File: config.mk
export PLATFORM = sky130hd
export DESIGN_NAME = msk_hpc3_rnd_source_flat
export DESIGN_NICKNAME = d
export VERILOG_FILES = /design/src/rtl/msk_hpc3_rnd_source_if.sv /design/src/rtl/msk_hpc3_rnd_source.sv /design/src/flat_wrapper.sv
export SDC_FILE = /design/constraint.sdc
export NUM_CORES = 1
export LEC_CHECK = 0
export ABC_AREA = 1
export BUFFER_PORTS_ARGS = -buffer_cell sky130_fd_sc_hd__buf_2
export CORE_MARGIN = 4
export CORE_UTILIZATION = 40
export CTS_CLUSTER_DIAMETER = 80
export CTS_CLUSTER_SIZE = 8
export DETAILED_ROUTE_END_ITERATION = 12
export PLACE_DENSITY = 0.68
export SLEW_MARGIN = 20
export SYNTH_ARGS = -nofsm -noshare
export SYNTH_HDL_FRONTEND = slang
export SYNTH_SLANG_ARGS = --single-unit
export TNS_END_PERCENT = 30
File: constraint.sdc
create_clock -name clk -period 4.9 [get_ports clk]
set_clock_uncertainty 0.15 [all_clocks]
set_input_delay 0.98 -clock clk [delete_from_list [all_inputs] [get_ports clk]]
set_output_delay 0.98 -clock clk [all_outputs]
set_load 0.05 [all_outputs]
File: src/rtl/msk_hpc3_rnd_source_if.sv
// msk_hpc3_rnd_source_if: seed-beat input and randomness-word output bundle
// for the HPC3 fresh-randomness source. The master modport is the source
// itself; the slave modport is the surrounding seeder/consumer side.
interface msk_hpc3_rnd_source_if #(
  parameter int RND_W = 2
);
  logic [31:0]      seed_data;
  logic             seed_valid;
  logic             seed_ready;
  logic [RND_W-1:0] rnd;
  logic             rnd_valid;
  logic             rnd_ready;
  logic             reseed_req;

  modport master (
    input  seed_data, seed_valid, rnd_ready,
    output seed_ready, rnd, rnd_valid, reseed_req
  );

  modport slave (
    output seed_data, seed_valid, rnd_ready,
    input  seed_ready, rnd, rnd_valid, reseed_req
  );
endinterface

File: src/rtl/msk_hpc3_rnd_source.sv
// msk_hpc3_rnd_source: 128-bit Fibonacci LFSR (taps 127,125,100,98) that is
// seeded by four 32-bit beats, warmed up for WARMUP_CYC advances and then
// delivers RND_W fresh bits per consumed word to the HPC3 gadget pipeline.
// One advance of the state is RND_W chained single steps; rnd[k] is the
// feedback bit of step k. An all-zero seed is replaced by 1 so the LFSR
// never locks up.
// Optional automatic reseed request: define MSK_HPC3_RND_RESEED_EN.
module msk_hpc3_rnd_source #(
  parameter int d             = 2,
  parameter int RND_W         = d * (d - 1),
  parameter int WARMUP_CYC    = 16,
  parameter int RESEED_PERIOD = 1024
) (
  input  logic                  clk,
  input  logic                  rst_n,
  msk_hpc3_rnd_source_if.master bus
);

  typedef enum logic [1:0] {
    IDLE,
    LOAD,
    WARMUP,
    RUN
  } state_e;

  localparam int WARM_W = (WARMUP_CYC > 1) ? $clog2(WARMUP_CYC) : 1;
  localparam logic [WARM_W-1:0] WARM_LAST =
    WARM_W'((WARMUP_CYC > 0) ? WARMUP_CYC - 1 : 0);

  // Reject configurations outside the supported range at elaboration
  if (RND_W < 1 || RND_W > 128 || RESEED_PERIOD < 1) begin : g_cfg_check
    $error("msk_hpc3_rnd_source: RND_W must be 1..128 and RESEED_PERIOD >= 1");
  end

  state_e              state_q, state_d;
  logic [127:0]        s_q, s_d;
  logic [95:0]         seed_buf_q, seed_buf_d;
  logic [1:0]          beat_q, beat_d;
  logic [WARM_W-1:0]   warm_q, warm_d;
  logic                rnd_valid_q, valid_d;

  logic [127:0]        chain;
  logic [127:0]        s_adv;
  logic [RND_W-1:0]    rnd_word;
  logic [127:0]        seed_word;
  logic                seed_ready;
  logic                seed_fire;
  logic                rnd_fire;

  assign seed_ready = (state_q != WARMUP);
  assign seed_fire  = bus.seed_valid && seed_ready;
  assign rnd_fire   = rnd_valid_q && bus.rnd_ready;
  assign seed_word  = {bus.seed_data, seed_buf_q};

  assign bus.seed_ready = seed_ready;
  assign bus.rnd        = rnd_word;
  assign bus.rnd_valid  = rnd_valid_q;

  // Unroll RND_W LFSR steps from the registered state, collecting feedback bits
  always_comb begin
    chain    = s_q;
    rnd_word = '0;
    for (int k = 0; k < RND_W; k++) begin
      rnd_word[k] = chain[127] ^ chain[125] ^ chain[100] ^ chain[98];
      chain       = {chain[126:0], rnd_word[k]};
    end
    s_adv = chain;
  end

  // Seeding / warm-up / run sequencing and LFSR state update
  always_comb begin
    state_d    = state_q;
    s_d        = s_q;
    seed_buf_d = seed_buf_q;
    beat_d     = beat_q;
    warm_d     = warm_q;

    if (rnd_fire) begin
      s_d = s_adv;
    end

    case (state_q)
      IDLE: begin
        if (seed_fire) begin
          seed_buf_d[31:0] = bus.seed_data;
          beat_d           = 2'd1;
          state_d          = LOAD;
        end
      end

      LOAD: begin
        if (seed_fire) begin
          case (beat_q)
            2'd1: begin
              seed_buf_d[63:32] = bus.seed_data;
              beat_d            = 2'd2;
            end
            2'd2: begin
              seed_buf_d[95:64] = bus.seed_data;
              beat_d            = 2'd3;
            end
            default: begin
              s_d     = (seed_word == '0) ? 128'h1 : seed_word;
              beat_d  = 2'd0;
              warm_d  = '0;
              state_d = (WARMUP_CYC == 0) ? RUN : WARMUP;
            end
          endcase
        end
      end

      WARMUP: begin
        s_d    = s_adv;
        warm_d = warm_q + WARM_W'(1);
        if (warm_q == WARM_LAST) begin
          state_d = RUN;
        end
      end

      RUN: begin
        if (seed_fire) begin
          seed_buf_d[31:0] = bus.seed_data;
          beat_d           = 2'd1;
          state_d          = LOAD;
        end
      end

      default: begin
        state_d = IDLE;
      end
    endcase
  end

`ifdef MSK_HPC3_RND_RESEED_EN
  localparam int WORD_W = $clog2(RESEED_PERIOD + 1);
  localparam logic [WORD_W-1:0] WORD_LAST = WORD_W'(RESEED_PERIOD - 1);

  logic [WORD_W-1:0] word_q, word_d;
  logic              reseed_q, reseed_d;

  // Count words delivered in RUN and request a reseed once the period is used up
  always_comb begin
    word_d   = word_q;
    reseed_d = reseed_q;
    if ((state_q != RUN) && (state_d == RUN)) begin
      word_d = '0;
    end else if (rnd_fire) begin
      word_d = word_q + WORD_W'(1);
    end
    if (seed_fire) begin
      reseed_d = 1'b0;
    end else if (rnd_fire && (word_q == WORD_LAST)) begin
      reseed_d = 1'b1;
    end
  end

  // Word counter and reseed request registers
  always_ff @(posedge clk or negedge rst_n) begin
    if (!rst_n) begin
      word_q   <= '0;
      reseed_q <= 1'b0;
    end else begin
      word_q   <= word_d;
      reseed_q <= reseed_d;
    end
  end

  assign valid_d        = (state_d == RUN) && !reseed_d;
  assign bus.reseed_req = reseed_q;
`else
  assign valid_d        = (state_d == RUN);
  assign bus.reseed_req = 1'b0;
`endif

  // State, seed buffer, counters and registered output-valid decode
  always_ff @(posedge clk or negedge rst_n) begin
    if (!rst_n) begin
      state_q     <= IDLE;
      s_q         <= '0;
      seed_buf_q  <= '0;
      beat_q      <= '0;
      warm_q      <= '0;
      rnd_valid_q <= 1'b0;
    end else begin
      state_q     <= state_d;
      s_q         <= s_d;
      seed_buf_q  <= seed_buf_d;
      beat_q      <= beat_d;
      warm_q      <= warm_d;
      rnd_valid_q <= valid_d;
    end
  end

endmodule
File: src/flat_wrapper.sv
// flat-port wrapper written by rule: the top's interface ports become plain ports
module msk_hpc3_rnd_source_flat 
#(
  parameter int d             = 2,
  parameter int RND_W         = d * (d - 1),
  parameter int WARMUP_CYC    = 16,
  parameter int RESEED_PERIOD = 1024
)
  (clk, rst_n, bus_seed_data, bus_seed_valid, bus_rnd_ready, bus_seed_ready, bus_rnd, bus_rnd_valid, bus_reseed_req);
  msk_hpc3_rnd_source_if #(.RND_W(RND_W)) bus_i ();
  input  logic clk;
  input  logic rst_n;
  input wire logic [$bits(bus_i.seed_data)-1:0] bus_seed_data;
  input wire logic [$bits(bus_i.seed_valid)-1:0] bus_seed_valid;
  input wire logic [$bits(bus_i.rnd_ready)-1:0] bus_rnd_ready;
  output wire logic [$bits(bus_i.seed_ready)-1:0] bus_seed_ready;
  output wire logic [$bits(bus_i.rnd)-1:0] bus_rnd;
  output wire logic [$bits(bus_i.rnd_valid)-1:0] bus_rnd_valid;
  output wire logic [$bits(bus_i.reseed_req)-1:0] bus_reseed_req;
  assign bus_i.seed_data = bus_seed_data;
  assign bus_i.seed_valid = bus_seed_valid;
  assign bus_i.rnd_ready = bus_rnd_ready;
  assign bus_seed_ready = bus_i.seed_ready;
  assign bus_rnd = bus_i.rnd;
  assign bus_rnd_valid = bus_i.rnd_valid;
  assign bus_reseed_req = bus_i.reseed_req;
  msk_hpc3_rnd_source #(.d(d), .RND_W(RND_W), .WARMUP_CYC(WARMUP_CYC), .RESEED_PERIOD(RESEED_PERIOD)) u_core (.clk(clk), .rst_n(rst_n), .bus(bus_i));
endmodule
==> reports/metrics.yaml, run 1 <==
grt_overflow: 0
final_area_sq_um: 12760
p_leak_nw: 5.921
io_buffers: 39
p_sw_share_pct: 42.72
final.min_clock_period_ns: 3.601
power_density_nw_per_um2: 682.5
p_switching_w: 0.003721
area.growth.synth_to_final_pct: 11.58
die-area_sq_um: 31360
arrival_ns: 3.76
grt_usage_pct: 20.54
cap_violations: 0
slew_viol_final: 0
finalWorstSetupSlack_ns: 1.299
h-tree-depth: 2
synth_edf_count: 0
die_w_um: 177.1
firstDrtPassIters: 6
die_h_um: 177.1
cts_hold_buf: 0
synthesis.area_sq_um: 11440
dp_cells: 1649
yosysUniqueCellTypes: 31
r2r_slack_ns: 1.30
power_frac_seq_pct: 37.3
routed_wl_um: 32580
coreArea_sq_um: 28010
internal_power_w: 0.004988
dr_total_vias: 9883
ant_nets: 0
num_antenna_cells: 0
hold_depth: 2
route.met2.wl_um: 15220
hold_path.class: "flip-flop to flip-flop"
yosysTopAreaCell: "dfrtp_1"
syn-num-nets: 1366
slew_headroom_pct: 23.73
min_period_over_period_pct: 73.48
fin_tns_setup_ns: 0
grt_setup_unrepaired: "no"
cp-start-kind: "flip-flop"
initial_core_util_pct: 40.83
cts_root_buffer: "clkbuf_16"
worstSkewPairLatency_ns: 0.51
cts_buffer_depth: 3
ir_drop_uv: 453.3
hold_end: "u_core.seed_buf_q[88]"
synth_area_per_cell_sq_um: 8.631
rr_startpoint: "u_core.state_q[0]"
hpwl_um: 19560
yosys.area.top_type_share_pct: 50.98
worstMarginPinSlew_ns: 1.144
synthCells: 1325
dr_wl_met3_um: 2223
synth_ff_type: "dfrtp_1"
critPathRequiredTime_ns: 5.06
end_kind: "flip-flop"
finalSetupViolCount: 0
seq_area_frac_synth_pct: 50.98
drc_errors: 0
cts.sinks: 233
hold_viol_final: 0
ys_top_cells_by_area: "dfrtp_1, o21ai_0, nand2_1"
drtIter0Drc: 883
grt_first_pass_wirelength_um: 52250
fin_nets: 1349
antenna_found_initial: 1
hold_start: "u_core.seed_buf_q[88]"
met1_length_um: 14460
pwr-share-clk_pct: 24.5
instances_no_fill: 1688
via_per_inst: 5.855
r2r_cells: 11
grt_max_degree: 107
ys_ff_latch: 233
drive_above_1_share_pct: 8.015
dpl_cell_area_sq_um: 11810
cts_buffers: 35
cts_tree: "done"
pwr-share-comb_pct: 38.1
routed.top_layer: "met4"
critPathMaxFanout: 69
status: "finished clean"
worstSetupPathType: "flip-flop to flip-flop"
grt_pass1_vias: 9452
yosysWarnings: 0
ys_async_sr_fraction_pct: 100.0
place_ws_ns: 1.245
boundaryPins: 41
placementRows: 61
routabilityCongestion: 0.8473
post-cts-setup-buffer-count: 0
synth_common_cells: "dfrtp_1, nand2_1, o21ai_0"
ctsResizeCount: 0
r2r_end: "u_core.s_q[65]"
fmaxAchievable_ghz: 0.2777
wire_per_inst_um: 19.30
clkTransAtPathRegs_ns: 0.05
synth_most_common_cell: "dfrtp_1"
## cells in the final DEF, fill, tap and decap left out, types with 2 or more instances in the layout
master / instances
dfrtp_1: 233
a21oi_1: 75
clkbuf_16: 37
a32oi_1: 24
o21ai_1: 18
nor2_1: 149
inv_2: 4
mux2i_1: 28
buf_4: 11
xor2_1: 3
buf_2: 38
o22ai_1: 73
buf_12: 3
nand2_1: 197
nand2_4: 4
o32ai_1: 36
nand3_1: 8
nor3_1: 15
xnor2_1: 4
ha_1: 4
inv_1: 95
a22oi_1: 84
o21ai_0: 153
nor2_2: 2
## sequential cells by signal, indices dropped and copies added, names as in the netlist
register	cells
u_core.warm_q	4
u_core.beat_q	2
u_core.seed_buf_q	96
u_core.s_q	128
u_core.bus.rnd_valid	1
u_core.state_q	2
## power by group through the flow
stage	registers [W]	clock network [W]	logic, W
after floorplan	0.00306	0	0.00251
after global placement	0.00324	0	0.00321
after detailed placement	0.00326	0	0.00328
after CTS	0.00324	0.00217	0.00329
after global routing	0.00334	0.00226	0.00366
final	0.00325	0.00214	0.00332
## kinds of logic after synthesis
family                   share of synthesized area (%)
other                                          0.03279
flip-flops                                       50.98
AND/OR/NAND/NOR                                  12.89
adder cells (fa/ha/maj)                         0.5470
XOR/XNOR                                        0.5361
AO/OA/AOI/OAI                                    25.08
multiplexers                                     2.451
buffers and inverters                            7.483
## layout make-up
class / count / area, sq um
multi-input combinational: 885 / 4792
clock inverter: 1 / 8.758
inverter: 100 / 377.9
tap: 378 / 473.0
fill: 2726 / 15250
sequential: 233 / 5831
clock buffer: 38 / 929.6
timing repair buffer: 53 / 347.8
## routing by layer
layer	GRT usage, %	up-vias
li1	-	4582
met1	29.93	4876
met2	31.91	373
met3	3.354	52
met4	5.642	0
met5	0	-
## worst max path at each step
stage          cells past startpoint             end  slack, ns              start
3_3_place_gp                      11  u_core.s_q[70]       1.26     bus_seed_valid
6_report                          11  u_core.s_q[65]       1.30  u_core.state_q[0]
3_5_place_dp                      11  u_core.s_q[65]       1.24     bus_seed_valid
2_1_floorplan                      2      bus_rnd[0]       2.31    u_core.s_q[100]
5_1_grt                           11  u_core.s_q[65]       1.12  u_core.state_q[0]
4_1_cts                           11  u_core.s_q[68]       1.43  u_core.state_q[0]
## critical path, cell delays in order (launching register included)
cell and delay (ns):
dfrtp_1 0.35, inv_1 0.10, ha_4 0.34, nor2_2 0.27
inv_2 0.11, nor2_8 0.40, inv_2 0.26, nand2_1 0.14
nand2_1 0.10, inv_4 0.63, buf_4 0.37, o22ai_1 0.13
## per-stage QoR
step                utilization [%]  power (W)  hold WS [ns]
floorplan                         -   0.005570        0.3030
CTS                           45.50   0.008699        0.3359
global route                  45.55   0.009255        0.3737
detailed placement            42.15   0.006535        0.3252
global placement              42.15   0.006447        0.3165
finish                        45.55   0.008709        0.3351
(Power assumes the default switching activity.)
==> run 2, diff against run 1 <==
- clock period: 4.9 -> 3.8 ns (I/O delays scaled with it)
==> run 2 against run 1 <==
  * Maximum frequency is 21% higher
  * Worst setup slack worse by 0.46 ns
  * Sequential power is 30% higher
  * Power is 30% higher
  * Clock power is 28% higher
  * Global-route usage hardly changed
  * Sequential share of layout area is 0.41 points lower
  * Worst hold slack worse by 0.15 ns
  * Wire length is 0.77% lower
  * Die area stayed put
  * Critical path type unchanged
  * Critical endpoint is now u_core.s_q[75]
  * Largest power group unchanged
==> reports/metrics.yaml, run 2 (synthesized netlist as in run 1, its figures left out) <==
drc_errors: 0  # unchanged
status: "finished clean"  # unchanged
largest_register: "u_core.s_q"  # unchanged
initial_core_util_pct: 40.83  # unchanged
routed_wl_um: 32330  # was 32580 um
fmaxAchievable_ghz: 0.3373  # was 0.2777 GHz
h-tree-depth: 2  # unchanged
placementRows: 61  # unchanged
area.growth.synth_to_final_pct: 12.58  # was 11.58%
routabilityCongestion: 0.8433  # was 0.8473
cts_root_buffer: "clkbuf_16"  # unchanged
die_w_um: 177.1  # unchanged
post-cts-setup-buffer-count: 0  # unchanged
drive_above_1_share_pct: 8.643  # was 8.015%
coreArea_sq_um: 28010  # unchanged
slew_viol_final: 0  # unchanged
cts_buffer_depth: 3  # unchanged
cts_tree: "done"  # unchanged
drtIter0Drc: 944  # was 883
ir_drop_uv: 726.9  # was 453.3 uV
arrival_ns: 3.20  # was 3.76 ns
hold_path.class: "input pin to async pin"  # was flip-flop to flip-flop
hpwl_um: 20400  # was 19560 um
multi_input_area_sq_um: 4777  # was 4792 sq um
cts_buffers: 35  # unchanged
die_h_um: 177.1  # unchanged
grt_max_degree: 104  # was 107
fillCellCount: 2649  # was 2726
grt_pass1_vias: 9377  # was 9452
largest_register_ffs: 128  # unchanged
final.min_clock_period_ns: 2.965  # was 3.601 ns
die-area_sq_um: 31360  # unchanged
p_leak_nw: 5.965  # was 5.921 nW
boundaryPins: 41  # unchanged
grt_overflow: 0  # unchanged
ctsResizeCount: 0  # unchanged
ant_nets: 0  # unchanged
cap_violations: 0  # unchanged
hold_viol_final: 0  # unchanged
cp-start-kind: "flip-flop"  # unchanged
slew_headroom_pct: 29.87  # was 23.73%
cts_hold_buf: 0  # unchanged
io_buffers: 39  # unchanged
num_antenna_cells: 0  # unchanged
dr_total_vias: 9857  # was 9883
grt_setup_unrepaired: "no"  # unchanged
worstSkewPairLatency_ns: 0.50  # was 0.51 ns
wire_per_inst_um: 19.05  # was 19.30 um
seq_area_sq_um: 5831  # unchanged
critPathMaxFanout: 40  # was 69
p_total_w: 0.01130  # was 0.008709 W
power_density_nw_per_um2: 878.0  # was 682.5 nW/um^2
min_period_over_period_pct: 78.02  # was 73.48%
worstMarginPinSlew_ns: 1.052  # was 1.144 ns
fin_nets: 1358  # was 1349
final_common_cell: "dfrtp_1"  # unchanged
place_ws_ns: 0.8454  # was 1.245 ns
finalWorstSetupSlack_ns: 0.8353  # was 1.299 ns
cts.sinks: 233  # unchanged
antenna_found_initial: 1  # unchanged
dpl_cell_area_sq_um: 11940  # was 11810 sq um
via_per_inst: 5.808  # was 5.855
worstSetupPathType: "flip-flop to flip-flop"  # unchanged
top_regs: "u_core.s_q (128), u_core.seed_buf_q (96), u_core.warm_q (4)"  # unchanged
end_kind: "flip-flop"  # unchanged
fin_tns_setup_ns: 0  # unchanged
finalSetupViolCount: 0  # unchanged
critPathRequiredTime_ns: 4.03  # was 5.06 ns
firstDrtPassIters: 6  # unchanged
grt_first_pass_wirelength_um: 52230  # was 52250 um
mostFrequentLayoutCells: "dfrtp_1, nand2_1, o21ai_0"  # unchanged
clkTransAtPathRegs_ns: 0.05  # about the same
final_area_sq_um: 12870  # was 12760 sq um
grt_usage_pct: 20.58  # was 20.54%
-- run 2: worst max-delay path, stage by stage (launching register included) --
cell     delay, ns
dfrtp_1       0.34
inv_1         0.10
ha_4          0.33
nor2_2        0.22
inv_2         0.10
nor2_8        0.09
buf_4         0.33
nand2_2       0.14
inv_2         0.47
buf_12        0.28
a22oi_1       0.09
o32ai_1       0.17
-- run 2: area by class of cell --
cell class	instances	share of cell area, %
Clock buffer	38	7.221
Clock inverter	1	0.06803
Inverter	100	2.935
Multi-Input combinational cell	885	37.10
Sequential cell	233	45.29
Tap cell	378	3.673
Timing Repair Buffer	62	3.712
-- run 2: per-stage QoR --
step | utilization, % | std cells | hold WS [ns]
global route | 45.96 | 1697 | 0.2448
global placement | 42.61 | 1658 | 0.3180
detailed placement | 42.61 | 1658 | 0.3256
CTS | 45.96 | 1697 | 0.2192
finish | 45.96 | 1697 | 0.1829
floorplan | - | 1325 | 0.3030
-- run 2: layer usage --
metal / share of wire [%] / GRT usage (%) / wire, um
met4: 2.1 / 5.770 / 684
met1: 45 / 29.90 / 14550
met2: 46 / 32.38 / 14980
met3: 6.5 / 2.905 / 2108
met5: 0 / 0 / 0
-- run 2: worst paths after layout --
| path | from | endpoint | slack (ns) | cells after the start |
|---|---|---|---|---|
| worst min-delay path | rst_n | u_core.seed_buf_q[38] | 0.18 | 1 |
| max in group asynchronous | rst_n | u_core.s_q[118] | 2.41 | 2 |
| worst min register to register | u_core.seed_buf_q[91] | u_core.seed_buf_q[91] | 0.34 | 2 |
| worst max register to register | u_core.state_q[0] | u_core.s_q[75] | 0.84 | 11 |
| worst max-delay path | u_core.state_q[0] | u_core.s_q[75] | 0.84 | 11 |
| min in group clk | u_core.seed_buf_q[91] | u_core.seed_buf_q[91] | 0.34 | 2 |
-- run 2: report_power, final --
part | leakage, nW | internal (W) | total, W | switching (W)
clock | 0.461 | 0.00170 | 0.00274 | 0.00104
combinational | 2.40 | 0.00138 | 0.00434 | 0.00296
sequential | 3.10 | 0.00341 | 0.00422 | 0.000811
total | 5.97 | 0.00649 | 0.0113 | 0.00482
